==> config.mk <==
export PLATFORM = sky130hd
export DESIGN_NAME = reset_logic
export DESIGN_NICKNAME = d
export VERILOG_FILES = /design/src/rtl/reset_logic.sv
export SDC_FILE = /design/constraint.sdc
export NUM_CORES = 1
export LEC_CHECK = 0
export BUFFER_PORTS_ARGS = -buffer_cell sky130_fd_sc_hd__buf_2
export CORE_ASPECT_RATIO = 1.4
export CORE_MARGIN = 5
export CORE_UTILIZATION = 55
export CTS_CLUSTER_DIAMETER = 50
export DETAILED_ROUTE_END_ITERATION = 10
export GPL_TIMING_DRIVEN = 0
export HOLD_SLACK_MARGIN = 0.08
export PLACE_DENSITY = 0.84
export SETUP_SLACK_MARGIN = 0.4
export SKIP_LAST_GASP = 1
export SLEW_MARGIN = 20
export SYNTH_ARGS = -nofsm -noshare
export SYNTH_HDL_FRONTEND = slang
export SYNTH_SLANG_ARGS = --single-unit
==> constraint.sdc <==
create_clock -name clk -period 2.8 [get_ports clk]
set_clock_uncertainty 0.1 [all_clocks]
set_input_delay 0.84 -clock clk [delete_from_list [all_inputs] [get_ports clk]]
set_output_delay 0.84 -clock clk [all_outputs]
set_load 0.01 [all_outputs]
==> src/rtl/reset_logic.sv <==
// -----------------------------------------------------------------------------
// reset_logic
//
// Central reset conditioner for the core clock domain. Merges the external
// synchronous reset, a software reset request and an optional watchdog
// timeout into one registered, glitch-free active-high system reset. It also
// records the cause of the most recent reset event and counts reset events.
//
// Ports:
//   clk           in   rising-edge clock for all logic
//   reset_in      in   external reset, synchronous to clk, active-high
//   sw_reset_req  in   software reset request (pulse or level)
//   wdt_enable    in   watchdog enable
//   wdt_kick      in   clears the watchdog counter
//   reset_out     out  conditioned system reset, active-high, registered
//   reset_cause   out  cause of last event: 00 none, 01 ext, 10 sw, 11 wdt
//   reset_count   out  saturating count of reset events since power-up
// -----------------------------------------------------------------------------
module reset_logic #(
    parameter int STRETCH_CYCLES = 0,
    parameter int WDT_TIMEOUT    = 1024,
    parameter int WDT_WIDTH      = 16,
    parameter int CNT_WIDTH      = 8
) (
    input  logic                 clk,
    input  logic                 reset_in,
    input  logic                 sw_reset_req,
    input  logic                 wdt_enable,
    input  logic                 wdt_kick,
    output logic                 reset_out,
    output logic [1:0]           reset_cause,
    output logic [CNT_WIDTH-1:0] reset_count
);

    // Stretch counter needs to hold STRETCH_CYCLES; keep at least one bit so
    // the zero-stretch build still elaborates.
    localparam int SW = (STRETCH_CYCLES > 0) ? $clog2(STRETCH_CYCLES + 1) : 1;

    localparam logic [SW-1:0]        STRETCH_LD = SW'(STRETCH_CYCLES);
    localparam logic [WDT_WIDTH-1:0] WDT_LAST   = WDT_WIDTH'(WDT_TIMEOUT - 1);
    localparam logic [CNT_WIDTH-1:0] CNT_MAX    = '1;

    localparam logic [1:0] CAUSE_EXT = 2'b01;
    localparam logic [1:0] CAUSE_SW  = 2'b10;
    localparam logic [1:0] CAUSE_WDT = 2'b11;

    // Power-up values: the system comes up in reset, nothing counted yet.
    logic                 r_reset_out = 1'b1;
    logic [SW-1:0]        r_stretch   = '0;
    logic [WDT_WIDTH-1:0] r_wdt_cnt   = '0;
    logic                 r_wdt_fire  = 1'b0;
    logic [1:0]           r_cause     = 2'b00;
    logic [CNT_WIDTH-1:0] r_count     = '0;

    logic w_src;
    logic w_event;
    logic w_wdt_hold;

    assign w_src      = reset_in | sw_reset_req | r_wdt_fire;
    // An event starts only when reset_out is about to rise from 0; sources
    // arriving during an existing reset or stretch window just extend it.
    assign w_event    = w_src & ~r_reset_out;
    // Kick has priority over counting; the watchdog also sleeps during reset.
    assign w_wdt_hold = ~wdt_enable | r_reset_out | wdt_kick;

    // Reset output with stretch; any new source reloads the stretch window.
    always_ff @(posedge clk) begin
        if (w_src) begin
            r_reset_out <= 1'b1;
            r_stretch   <= STRETCH_LD;
        end else if (r_stretch != '0) begin
            r_reset_out <= 1'b1;
            r_stretch   <= r_stretch - 1'b1;
        end else begin
            r_reset_out <= 1'b0;
        end
    end

    // Watchdog: the fire pulse is registered, so the reset it causes lands
    // one edge after the counter reaches its last value.
    always_ff @(posedge clk) begin
        if (w_wdt_hold) begin
            r_wdt_cnt  <= '0;
            r_wdt_fire <= 1'b0;
        end else if (r_wdt_cnt == WDT_LAST) begin
            r_wdt_cnt  <= '0;
            r_wdt_fire <= 1'b1;
        end else begin
            r_wdt_cnt  <= r_wdt_cnt + 1'b1;
            r_wdt_fire <= 1'b0;
        end
    end

    // Cause capture and event counting happen only at event start; the
    // external reset does not clear these debug registers.
    always_ff @(posedge clk) begin
        if (w_event) begin
            if (reset_in) begin
                r_cause <= CAUSE_EXT;
            end else if (sw_reset_req) begin
                r_cause <= CAUSE_SW;
            end else begin
                r_cause <= CAUSE_WDT;
            end
            if (r_count != CNT_MAX) begin
                r_count <= r_count + 1'b1;
            end
        end
    end

    assign reset_out   = r_reset_out;
    assign reset_cause = r_cause;
    assign reset_count = r_count;

endmodule

==> results.yml <==
route:
  via_per_inst: 5.38
  ant_nets: 0
  vias: 871
  wl_per_cell_um: 11.9
  first_pass_iters: 4
  wl_um: 1920
  dr.first_iter.drc_count: 22
  drc_errors: 0
critical_path:
  arrival_ps: 1890
  crit_fanout: 8
  reg2regPathDepth: 3
  critical_path_required_ps: 2650
  worst-path-buf-inv: 0
  critPathCaptureType: "flip-flop"
  slowest_stage: "a311oi_2"
  start_kind: "flip-flop"
  cp_cell_sequence: "ha_1 -> and3_1 -> a311oi_2"
  worst-path-stages: 3
  crit_family: "compound AO/OA/AOI/OAI gates"
  cp_slowest_stage_delay_ps: 640
  critical_path_class: "reg2reg"
synthesis:
  synth_cell_types: 23
  yosys_warnings: 0
  ys.flop_type: "dfxtp_1"
  synth_nets: 124
  seq_area_frac_synth_pct: 55.3
  synth-edff-count: 10
  avgSynthCellArea_um2: 10.5
  async_reset_ff_share_pct: 0
  synth_seq_cells: 29
  synth_cells: 117
  synth_area_um2: 1230
sta:
  final_max_slew_viol_count: 0
  setup_viol: 0
  slew_headroom_pct: 55.3
  fin_tns_setup_ps: 0
  final.setup.worst_slack_ps: 767
  worst_pin_slew_ps: 671
  layout_min_cycle_time_ps: 2030
  hold_viol_final: 0
  fin_crit_sh_pct: 72.6
  grt_setup_unrepaired: "false"
  max_freq_mhz: 492
clock_tree:
  tritoncts: "built"
  clockBufferDepth: 2
  h-tree-depth: 2
  clk_latency_ps: 320
  cts_hold_buf: 0
  clock-sinks: 29
  path_clk_slew_ps: 90
  cts_made_buffers: 5
  postCtsSetupBuffers: 0
  cts-root-buf: "clkbuf_4"
  postCtsResizedCells: 0
finish:
  n_antenna_cell: 0
  area_growth_pct: 13.0
  final_cell_mix: "24 x nor2_1, 19 x dfxtp_1, 15 x xnor2_1, 15 x buf_2, 10 x edfxtp_1"
  final_common_cell: "nor2_1"
  layout-drive-gt1-share_pct: 20.0
  nets: 146
  postLayoutCoreUtil_pct: 64.6
  finalNonFillerCells: 162
  n_fill_cell: 173
floorplanning:
  pin_count: 16
  die_h_um: 66.0
  core_area_um2: 2150
  num_rows: 20
  die_w_um: 50.0
  dieArea_um2: 3300
  initial_utilization_pct: 57.2
global_route:
  grt_max_degree: 11
  grt_first_pass_wirelength_um: 3480
  antenna_found_initial: 0
  grt_util_all_layers_pct: 14.2
  overflow: 0
  grt_pass1_vias: 825
place:
  gp_congestion: 0.700
  dp_cells: 154
  dp_worst_setup_slack_ps: 353
  place_hpwl_um: 1490
  io_buffers: 15
power:
  power_leakage_nw: 0.482
  power_density_nw_per_um2: 496
  max-vdd-ir-drop_mv: 0.374
hold_path:
  hold_class: "reg2reg"
  hold_depth: 1
status:
  outcome: "complete, no violations"
flow_run:
  maxCapViolCount: 0
state kept, by name, indices dropped and copies added, names as in the netlist:
register,cells
reset_out,1
r_stretch,1
r_wdt_cnt,16
reset_cause,2
reset_count,8
r_wdt_fire,1
power by group:
group / internal, mW / switching [mW]
Sequential: 0.440 / 0.00351
Combinational: 0.00883 / 0.0107
Clock: 0.0953 / 0.131
Total: 0.544 / 0.145
Yosys cell counts (2+ instances only):
library cell / n / area (um^2)
nand3_1: 7 / 35.0
ha_1: 2 / 25.0
nor2_1: 24 / 90.1
nand2_1: 3 / 11.3
inv_1: 7 / 26.3
and3_1: 2 / 12.5
edfxtp_1: 10 / 300
dfxtp_1: 19 / 380
xnor2_1: 15 / 131
nor4_1: 4 / 25.0
nor3_1: 4 / 20.0
xor2_1: 5 / 43.8
nand4_1: 5 / 31.3
metrics by stage:
step / total power [mW] / area, um^2 / hold slack [ps]
2_1_floorplan: 0.463 / 1230 / 286
3_3_place_gp: 0.471 / 1330 / 290
3_5_place_dp: 0.472 / 1330 / 302
4_1_cts: 0.700 / 1380 / 323
5_1_grt: 0.723 / 1390 / 348
6_report: 0.689 / 1390 / 316
kinds of logic (layout without fill, tap and decap cells):
kind of cell | after synthesis | in the layout | share of synthesized area, %
xor gates and xnor gates | 20 | 20 | 14.2
AOI/OAI and AO/OA | 2 | 2 | 1.63
and+or+nand+nor | 55 | 55 | 23.4
other | 1 | 1 | 0.305
buffers and inverters | 8 | 31 | 3.05
DFF | 29 | 29 | 55.3
adders and majority gates | 2 | 2 | 2.03
final cells by class:
| cell class | instances | area (um^2) | share of cell area (%) |
|---|---|---|---|
| Inverter | 7 | 26.3 | 1.89 |
| Tap cell | 22 | 27.5 | 1.98 |
| Multi-Input combinational cell | 80 | 518 | 37.3 |
| Clock inverter | 2 | 10.0 | 0.720 |
| Clock buffer | 6 | 41.3 | 2.97 |
| Sequential cell | 29 | 681 | 49.0 |
| Timing Repair Buffer | 15 | 75.1 | 5.40 |
| Buffer | 1 | 11.3 | 0.810 |
worst register-to-register path: cells and delay by family (launching register included):
kind,cells,cell delay (ps)
AO/OA/AOI/OAI,1,650
adder cells (fa/ha/maj),1,250
flip-flops,1,450
AND/OR/NAND/NOR,1,220
per-layer routing:
| layer | GRT usage, % | wire length (um) | vias to the layer above |
|---|---|---|---|
| met2 | 22.5 | 996 | 16 |
| met5 | 0 | 0 | - |
| met1 | 14.9 | 785 | 407 |
| li1 | - | - | 443 |
| met3 | 6.77 | 108 | 5 |
| met4 | 8.85 | 33 | 0 |
worst paths after layout:
| kind | slack [ps] | to | from |
|---|---|---|---|
| max | 770 | reset_count[7] | reset_count[0] |
| min | 320 | reset_out | r_stretch |
| max reg2reg | 770 | reset_count[7] | reset_count[0] |
| min reg2reg | 320 | reset_out | r_stretch |
No activity file was read; power rests on OpenSTA's default activity.
